===== src/rtl/rv32i_multicycle_ctrl.sv =====
// Multi-cycle FETCH/DECODE/EXECUTE/WRITEBACK sequencer for RV32I R/I-type ALU ops.
// Optional retired-instruction counter is built only when CTRL_PERF_CNT_EN is defined.
module rv32i_multicycle_ctrl #(
  parameter int unsigned RESET_PC_HOLD = 0
) (
  input  logic        clk,
  input  logic        reset,
  input  logic        run,
  output logic        imem_req,
  input  logic        imem_ready,
  input  logic [31:0] imem_rdata,
  output logic [31:0] Instr_rdata,
  output logic [3:0]  alu_control_en,
  output logic        imm_en,
  output logic        register_write_en,
  output logic        pc_en,
  output logic        illegal_instr,
  output logic        busy,
  output logic [31:0] retired_cnt
);

  typedef enum logic [2:0] {
    S_IDLE, S_FETCH, S_DECODE, S_EXECUTE, S_WRITEBACK, S_HALT
  } state_t;

  localparam logic [3:0]  HOLD_INIT = 4'(RESET_PC_HOLD);
  localparam logic [31:0] NOP       = 32'h0000_0013;
  localparam logic [6:0]  OP_R      = 7'b0110011;
  localparam logic [6:0]  OP_I      = 7'b0010011;

  state_t      state_q, state_d;
  logic [31:0] ir_q, ir_d;
  logic [3:0]  alu_q, alu_d;
  logic        imm_q, imm_d;
  logic [3:0]  hold_q, hold_d;

  logic [6:0] opcode, funct7;
  logic [2:0] funct3;
  logic       is_r, is_i, legal;
  logic [3:0] alu_dec;

  assign opcode = ir_q[6:0];
  assign funct3 = ir_q[14:12];
  assign funct7 = ir_q[31:25];
  assign is_r   = (opcode == OP_R);
  assign is_i   = (opcode == OP_I);

  always_comb begin
    legal = 1'b0;
    if (is_r) begin
      legal = (funct7 == 7'b0000000) ||
              ((funct7 == 7'b0100000) && ((funct3 == 3'b000) || (funct3 == 3'b101)));
    end else if (is_i) begin
      case (funct3)
        3'b001:  legal = (funct7 == 7'b0000000);
        3'b101:  legal = (funct7 == 7'b0000000) || (funct7 == 7'b0100000);
        default: legal = 1'b1;
      endcase
    end
  end

  // Immediate shifts carry the arithmetic bit in funct7; other I-type ops ignore it.
  assign alu_dec = {(is_r || (funct3 == 3'b101)) ? funct7[5] : 1'b0, funct3};

  always_ff @(posedge clk or posedge reset) begin
    if (reset) begin
      state_q <= S_IDLE;
      ir_q    <= NOP;
      alu_q   <= 4'b0000;
      imm_q   <= 1'b0;
      hold_q  <= HOLD_INIT;
    end else begin
      state_q <= state_d;
      ir_q    <= ir_d;
      alu_q   <= alu_d;
      imm_q   <= imm_d;
      hold_q  <= hold_d;
    end
  end

  always_comb begin
    state_d = state_q;
    ir_d    = ir_q;
    alu_d   = alu_q;
    imm_d   = imm_q;
    hold_d  = hold_q;
    case (state_q)
      S_IDLE: begin
        if (hold_q != 4'd0) hold_d = hold_q - 4'd1;
        else if (run)       state_d = S_FETCH;
      end
      S_FETCH: begin
        if (imem_ready) begin
          ir_d    = imem_rdata;
          state_d = S_DECODE;
        end
      end
      S_DECODE: begin
        if (legal) begin
          alu_d   = alu_dec;
          imm_d   = is_i;
          state_d = S_EXECUTE;
        end else begin
          state_d = S_HALT;
        end
      end
      S_EXECUTE:   state_d = S_WRITEBACK;
      S_WRITEBACK: state_d = run ? S_FETCH : S_IDLE;
      S_HALT:      state_d = S_HALT;
      default:     state_d = S_IDLE;
    endcase
  end

  // Strobes decode from registered state/IR only, so imem_* never reaches an output.
  assign imem_req          = (state_q == S_FETCH);
  assign pc_en             = (state_q == S_WRITEBACK);
  assign register_write_en = (state_q == S_WRITEBACK) && (ir_q[11:7] != 5'd0);
  assign illegal_instr     = (state_q == S_HALT);
  assign busy              = (state_q != S_IDLE) && (state_q != S_HALT);
  assign Instr_rdata       = ir_q;
  assign alu_control_en    = alu_q;
  assign imm_en            = imm_q;

`ifdef CTRL_PERF_CNT_EN
  logic [31:0] cnt_q;
  always_ff @(posedge clk or posedge reset) begin
    if (reset)                       cnt_q <= 32'd0;
    else if (state_q == S_WRITEBACK) cnt_q <= cnt_q + 32'd1;
  end
  assign retired_cnt = cnt_q;
`else
  assign retired_cnt = 32'd0;
`endif

endmodule


===== config.mk =====
export PLATFORM = sky130hd
export DESIGN_NAME = rv32i_multicycle_ctrl
export DESIGN_NICKNAME = d
export VERILOG_FILES = /design/src/rtl/rv32i_multicycle_ctrl.sv
export SDC_FILE = /design/constraint.sdc
export NUM_CORES = 1
export LEC_CHECK = 0
export BUFFER_PORTS_ARGS = -buffer_cell sky130_fd_sc_hd__buf_2
export CAP_MARGIN = 20
export CORE_AREA = 2 2 82 84
export CTS_CLUSTER_DIAMETER = 80
export CTS_CLUSTER_SIZE = 16
export DETAILED_ROUTE_END_ITERATION = 7
export DIE_AREA = 0 0 84 86
export SLEW_MARGIN = 10
export SYNTH_ARGS = -nofsm -noshare
export SYNTH_HDL_FRONTEND = slang
export SYNTH_SLANG_ARGS = --single-unit
export TNS_END_PERCENT = 50

===== constraint.sdc =====
create_clock -name clk -period 2.3 [get_ports clk]
set_input_delay 0.115 -clock clk [delete_from_list [all_inputs] [get_ports clk]]
set_output_delay 0.115 -clock clk [all_outputs]
set_load 0.005 [all_outputs]

==> results of run 1 <==
-- cell families after synthesis --
kind of cell | share of synthesized area [%]
xor+xnor | 0.807
mux | 19.3
buf+inv | 14.5
fa+ha+maj | 0.576
compound gates | 4.44
simple gates | 9.33
flops | 50.9
other cells | 0.173
-- worst max-delay path, stage by stage (launching register included) --
cell     delay [ps]
dfrtp_1         390
or4_1           520
o32a_1          350
nor2_4          130
nand4_4         170
mux2_4          340
-- power breakdown --
group | internal [mW] | total (mW) | switching [mW]
logic | 0.671 | 1.14 | 0.474
registers | 1.11 | 1.37 | 0.262
clock network | 0.274 | 0.522 | 0.248
total | 2.06 | 3.04 | 0.983
-- cells in the mapped netlist (all sizes together) (2+ instances only) --
cell type / instances
and2: 2
buf: 39
clkbuf: 2
dfrtp: 41
dfstp: 3
inv: 6
mux2: 35
nand2: 9
nor2: 6
nor2b: 3
nor3: 3
o21a: 2
o21ai: 5
or4: 2
-- state kept, by name (all words and copies together) (netlist names) --
register	count
alu_control_en	4
state_q	3
hold_q	4
Instr_rdata	32
imm_en	1
-- final timing paths --
| check | to | slack, ps | cells past startpoint |
|---|---|---|---|
| hold / removal | Instr_rdata[5] | 50 | 3 |
| min in group asynchronous | Instr_rdata[23] | 310 | 3 |
| max in group asynchronous | alu_control_en[1] | 1320 | 5 |
| setup reg to reg | alu_control_en[2] | 300 | 5 |
| hold reg to reg | hold_q[3] | 500 | 1 |
| setup / recovery | alu_control_en[2] | 300 | 5 |
-- metal layers --
metal | share of wire (%) | global-route usage [%] | wire length, um
met2 | 43 | 18.7 | 1740
met4 | 1.2 | 3.52 | 49
met1 | 45 | 15.0 | 1800
met5 | 0 | 0 | 0
met3 | 10 | 4.72 | 415
-- per-stage QoR --
step           hold WS (ps)  instances  total power, mW  util (%)
5_1_grt                37.3        335             3.28      42.0
6_report               52.7        335             3.04      42.0
4_1_cts                37.6        334             3.09      41.6
3_5_place_dp            262        325             2.55      39.8
2_1_floorplan           232        209             2.13         -
3_3_place_gp            257        325             2.53      39.8
-- area by class of cell --
| class | instances | area, um2 | share of cell area [%] |
|---|---|---|---|
| repair buffers | 82 | 445 | 16.9 |
| well taps | 77 | 96.3 | 3.65 |
| flip-flops and latches | 44 | 1100 | 41.9 |
| inverters | 6 | 22.5 | 0.854 |
| clock buffers | 8 | 100 | 3.80 |
| multi-input cells | 118 | 868 | 32.9 |
-- what timing repair did --
action	in CTS	in global routing
hold buffers	1	0
gates resized for setup	0	0
endpoints found under the hold margin	24	0
==> results.yml, run 1 <==
outcome:
  status: "complete, no violations"
grt:
  grt_pass1_wl_mm: 6.81
  antenna_found_initial: 0
  grt.overflow.total: 0
  grt_max_degree: 29
  grt_use_total_pct: 11.8
  grt_pass1_vias: 1449
route:
  wire_per_inst_um: 11.9
  routed_via_density: 4.36
  drt_pass1_iterations: 4
  ant_nets: 0
  first_iter_violations: 22
  route.detailed.drc: 0
  vias: 1462
  wirelength_mm: 4.00
die:
  core_area_um2: 6280
  pin_count: 110
  core.rowCount: 29
  initial_utilization_pct: 34.6
  die_h_um: 86
  dieArea_um2: 7220
  fp.dieW_um: 84
power:
  powerDensity_nw_per_um2: 1150
  p_leak_nw: 1.33
  peakVddDrop_mv: 0.585
sta:
  rsz0062_at_grt: "no"
  finalSetupViolCount: 0
  fin_ws_ps: 296
  slew_viol_final: 0
  fin_crit_ps: 2000
  finClkSkew_ps: 3.83
  tns_ps: 0
  finalCritPeriodShare_pct: 87.1
  hold_viol: 0
  fmax_mhz: 499
clock_network:
  clock_latency_ps: 290
  clk_pin_slew_ps: 70
  ctsLongestPathBuffers: 2
  postCtsSetupBuffers: 0
  cts_htree_levels: 2
  cts_tree: "done"
  cts_buffers: 5
  clock_sinks: 44
  root_buffer: "clkbuf_8"
placed_design:
  dp_slack_ps: 294
  gp_congestion: 0.744
  dpl.hpwl_mm: 3.08
  place_area_um2: 2500
  io_buffers: 77
setup_path:
  crit_start: "Instr_rdata[31]"
  crit_path_max_fanout: 5
  rr_startpoint: "Instr_rdata[31]"
  cp-start-kind: "register"
  cp.arrival_ps: 2180
  end_kind: "register"
  cp.required_ps: 2470
  crit_type: "register to register"
synth:
  synth_top_area_share_pct: 47.2
  yosys_warnings: 0
  synth_area_leaders: "dfrtp_1 47%, mux2_2 16%, buf_4 12%"
  synth_area_um2: 2170
  synth_edf_count: 0
  synth_cells: 178
  yosysTopAreaCell: "dfrtp_1"
  synth-seq-cells: 44
  synth.distinct_cells: 38
  ys_seq_area_share_pct: 50.9
  synth-async-reset-ratio_pct: 100
  avgSynthCellArea_um2: 12.2
  synth_flop_cell: "dfrtp_1"
layout:
  drive_above_1_share_pct: 51.6
  layout.nets: 294
  num-fill-cells: 618
  area_delta_synth_final_pct: 21.4
  final_area_um2: 2640
  layout_common_cells: "77 x buf_2, 41 x dfrtp_1, 32 x conb_1"
  layout_commonest_cell: "buf_2"
  antenna_cells: 0
run:
  maxCapViolations: 0
hold_path:
  hold_path.startpoint: "imem_rdata[5]"
  hold_path.class: "input port to register"
Note: power is estimated with default switching activity, not from simulation.
==> run 2: changes to the inputs <==
--- a/config.mk
+++ b/config.mk
@@ -5,7 +5,7 @@
 export SDC_FILE = /design/constraint.sdc
 export NUM_CORES = 1
 export LEC_CHECK = 0
-export BUFFER_PORTS_ARGS = -buffer_cell sky130_fd_sc_hd__buf_2
+export BUFFER_PORTS_ARGS = -buffer_cell sky130_fd_sc_hd__buf_4
 export CAP_MARGIN = 20
 export CORE_AREA = 2 2 82 84
 export CTS_CLUSTER_DIAMETER = 80
==> results.yml, run 2 (synthesis results as in run 1) <==
clock_network:
  cts_tree: "done"
  clk_pin_slew_ps: 90
  root_buffer: "clkbuf_8"
  postCtsSetupBuffers: 0
  ctsLongestPathBuffers: 2
  cts_htree_levels: 2
  cts_buffers: 5
  clock_latency_ps: 300
  clock_sinks: 44
hold_path:
  hold-path-endpoint: "Instr_rdata[11]"
  hold_path.startpoint: "imem_rdata[11]"
  hold_path.class: "input port to register"
  min_path_cells: 2
sta:
  finalCritPeriodShare_pct: 87.1
  tns_ps: 0
  fin_crit_ps: 2000
  rsz0062_at_grt: "no"
  hold_viol: 0
  finalSetupViolCount: 0
  slew_viol_final: 0
  finClkSkew_ps: 11.1
  fmax_mhz: 499
route:
  ant_nets: 0
  wirelength_mm: 4.26
  first_iter_violations: 48
  vias: 1458
  wire_per_inst_um: 12.7
  route.detailed.drc: 0
  routed_via_density: 4.34
  drt_pass1_iterations: 4
layout:
  drive_above_1_share_pct: 52.1
  final_area_um2: 2860
  final_util_pct: 45.5
  largest_reg_flops: 32
  area_delta_synth_final_pct: 31.6
  num-fill-cells: 605
  layout.nets: 295
  multi_input_area_um2: 868
  register_area_um2: 1100
  layout_common_cells: "81 x buf_4, 41 x dfrtp_1, 32 x conb_1"
  antenna_cells: 0
  layout_commonest_cell: "buf_4"
power:
  peakVddDrop_mv: 0.563
  p_leak_nw: 1.40
  powerDensity_nw_per_um2: 1180
die:
  die_h_um: 86
  initial_utilization_pct: 34.6
  core.rowCount: 29
  core_area_um2: 6280
  pin_count: 110
  dieArea_um2: 7220
  fp.dieW_um: 84
setup_path:
  end_kind: "register"
  crit_type: "register to register"
  timing.rr.end: "alu_control_en[0]"
  reg2regPathDepth: 5
  rr_startpoint: "Instr_rdata[25]"
  cp.arrival_ps: 2180
  cp-start-kind: "register"
  crit_path_max_fanout: 5
  cp.required_ps: 2480
  r2r_slack_ps: 300
placed_design:
  gp_congestion: 0.713
  place_area_um2: 2700
  dpl.hpwl_mm: 3.25
  io_buffers: 77
grt:
  grt_pass1_wl_mm: 7.03
  grtUsageMet1_pct: 15.2
  grt_use_total_pct: 12.3
  antenna_found_initial: 0
  met3_usage_pct: 5.77
  met2_usage_pct: 19.1
  grt_max_degree: 28
  grt-busiest-layer: "met2"
  grt_pass1_vias: 1485
  grt.overflow.total: 0
outcome:
  status: "complete, no violations"
run:
  maxCapViolations: 0
-- run 2: worst max-delay path, stage by stage, from the launching register on --
cell	delay, ps
dfrtp_1	410
or4_1	500
o32a_1	340
nor2_4	140
nand4_4	170
mux2_4	330
-- run 2: layer usage --
metal / vias to the layer above / share of wire (%)
met4: 0 / 1.3
met1: 676 / 44
met5: - / 0
li1: 698 / -
met3: 6 / 11
met2: 78 / 44
-- run 2: per-stage QoR --
step                hold WS (ps)  power, mW  setup slack [ps]  std cells
floorplan                    232       2.13               352        209
global placement             262       2.76               329        326
detailed placement           258       2.77               291        326
CTS                         27.3       3.41               268        335
global route                27.8       3.61               215        336
finish                      43.9       3.37               297        336
-- run 2: repair_timing --
| action | in CTS | in global routing |
|---|---|---|
| gates resized for setup | 0 | 0 |
| hold buffers | 1 | 0 |
| endpoints found under the hold margin | 23 | 0 |
-- run 2: area by class of cell --
class | count | share of cell area (%)
Sequential cell | 44 | 38.6
Inverter | 6 | 0.788
Tap cell | 77 | 3.37
Multi-Input combinational cell | 118 | 30.4
Timing Repair Buffer | 83 | 22.6
Clock inverter | 2 | 1.36
Clock buffer | 6 | 2.89
-- run 2: power breakdown --
group          switching, mW  internal, mW  total (mW)
registers              0.266          1.11        1.38
clock network          0.264         0.355       0.619
logic                  0.505         0.865        1.37
-- run 2: worst max-delay path by stage --
stage / to / slack (ps) / start / cells after the start
after floorplan: alu_control_en[0] / 350 / Instr_rdata[31] / 5
after global placement: alu_control_en[1] / 330 / Instr_rdata[31] / 5
after detailed placement: imm_en / 290 / Instr_rdata[25] / 5
after CTS: alu_control_en[0] / 270 / Instr_rdata[25] / 5
after global routing: alu_control_en[0] / 220 / Instr_rdata[25] / 5
final: alu_control_en[0] / 300 / Instr_rdata[25] / 5
==> run 3: changes to the inputs <==
--- a/config.mk
+++ b/config.mk
@@ -12,6 +12,7 @@
 export CTS_CLUSTER_SIZE = 16
 export DETAILED_ROUTE_END_ITERATION = 7
 export DIE_AREA = 0 0 84 86
+export PLACE_DENSITY = 0.71
 export SLEW_MARGIN = 10
 export SYNTH_ARGS = -nofsm -noshare
 export SYNTH_HDL_FRONTEND = slang
==> results.yml, run 3 (synthesis results as in run 1) <==
sta:
  hold_viol: 0
  tightest_slew_ps: 905
  finalCritPeriodShare_pct: 87.4
  tns_ps: 0
  rsz0062_at_grt: "no"
  max-slew-margin-rel_pct: 39.6
  finClkSkew_ps: 10.3
  finalSetupViolCount: 0
  fin_crit_ps: 2010
  slew_viol_final: 0
  worst_hold_slack_ps: 16.3
  fmax_mhz: 498
die:
  fp.dieW_um: 84
  core_area_um2: 6280
  pin_count: 110
  core.rowCount: 29
  initial_utilization_pct: 34.6
  die_h_um: 86
  dieArea_um2: 7220
setup_path:
  cp_cell_sequence: "or4_1 > o32a_1 > nor2_4 > nand4_4 > mux2_4"
  cp.required_ps: 2500
  crit_path_max_fanout: 5
  slowest_stage: "or4_1"
  cp-start-kind: "register"
  path_buf_inv: 0
  slowest_delay_ps: 520
  crit_type: "register to register"
  cp.arrival_ps: 2210
  end_kind: "register"
  cp_top_family: "simple AND/OR/NAND/NOR gates"
clock_network:
  ctsLongestPathBuffers: 2
  clk_pin_slew_ps: 90
  postCtsSetupBuffers: 0
  clock_sinks: 44
  cts_tree: "done"
  postCtsHoldBufs: 0
  cts_htree_levels: 2
  root_buffer: "clkbuf_8"
  ctsResizeCount: 0
  clock_latency_ps: 300
  cts_buffers: 5
power:
  power.total_mw: 3.39
  clkPwrFrac_pct: 19.1
  intPower_mw: 2.36
  peakVddDrop_mv: 0.822
  p_seq_share_pct: 41.1
  p_switching_mw: 1.04
  p_leak_nw: 1.38
  powerDensity_nw_per_um2: 1200
  comb_power_share_pct: 39.8
  swShare_pct: 30.6
layout:
  largest_reg_flops: 32
  layout_common_cells: "77 x buf_4, 41 x dfrtp_1, 32 x conb_1"
  area_delta_synth_final_pct: 29.7
  layout.nets: 290
  drive_above_1_share_pct: 52.0
  final_cells: 331
  final_util_pct: 44.9
  antenna_cells: 0
  layout_commonest_cell: "buf_4"
run:
  maxCapViolations: 0
outcome:
  status: "complete, no violations"
route:
  vias: 1449
  drt_pass1_iterations: 4
  route.detailed.drc: 0
  wire_per_inst_um: 12.9
  routed_via_density: 4.38
  wirelength_mm: 4.26
  ant_nets: 0
  first_iter_violations: 30
placed_design:
  place_inst: 323
  gp_congestion: 0.708
  io_buffers: 77
  dpl.hpwl_mm: 3.26
hold_path:
  hold_path.class: "input port to asynchronous set/reset pin"
grt:
  grt_max_degree: 45
  grt.overflow.total: 0
  grt_pass1_wl_mm: 6.84
  grt_use_total_pct: 12.1
  antenna_found_initial: 0
  grt_pass1_vias: 1462
==> run 3: routing by layer <==
layer  part of all wire [%]  track usage (%)  vias up
li1                       -                -      683
met4                    2.0             5.28        0
met3                     12             5.97        6
met1                     43             14.5      671
met2                     43             18.4       89
met5                      0                0        -
==> run 3: final cells by class <==
cell class | count | area (um2)
clock inverters | 1 | 30.0
repair buffers | 78 | 598
clock buffers | 7 | 96.3
flip-flops and latches | 44 | 1100
well taps | 77 | 96.3
multi-input cells | 118 | 868
fillers | 579 | 3460
inverters | 6 | 22.5
==> run 3: stage by stage <==
step	area (um2)	worst slack (ps)
floorplan	2290	352
global placement	2690	326
detailed placement	2690	278
CTS	2820	270
global route	2820	211
finish	2820	291
==> run 3: path summary, 6_finish.rpt <==
kind	end	slack [ps]	cells after the start	from
hold reg to reg	hold_q[3]	490	1	hold_q[3]
min in group clk	Instr_rdata[5]	20	3	imem_rdata[5]
max in group asynchronous	Instr_rdata[30]	1720	2	reset
setup reg to reg	alu_control_en[0]	290	5	Instr_rdata[31]
setup / recovery	alu_control_en[0]	290	5	Instr_rdata[31]
hold / removal	Instr_rdata[19]	20	2	reset
==> run 3: power groups by stage <==
stage / registers, mW / logic (mW) / clock network, mW
floorplan: 1.34 / 0.785 / 0
global placement: 1.39 / 1.35 / 0
detailed placement: 1.41 / 1.37 / 0
CTS: 1.40 / 1.38 / 0.663
global route: 1.44 / 1.46 / 0.700
finish: 1.39 / 1.35 / 0.648
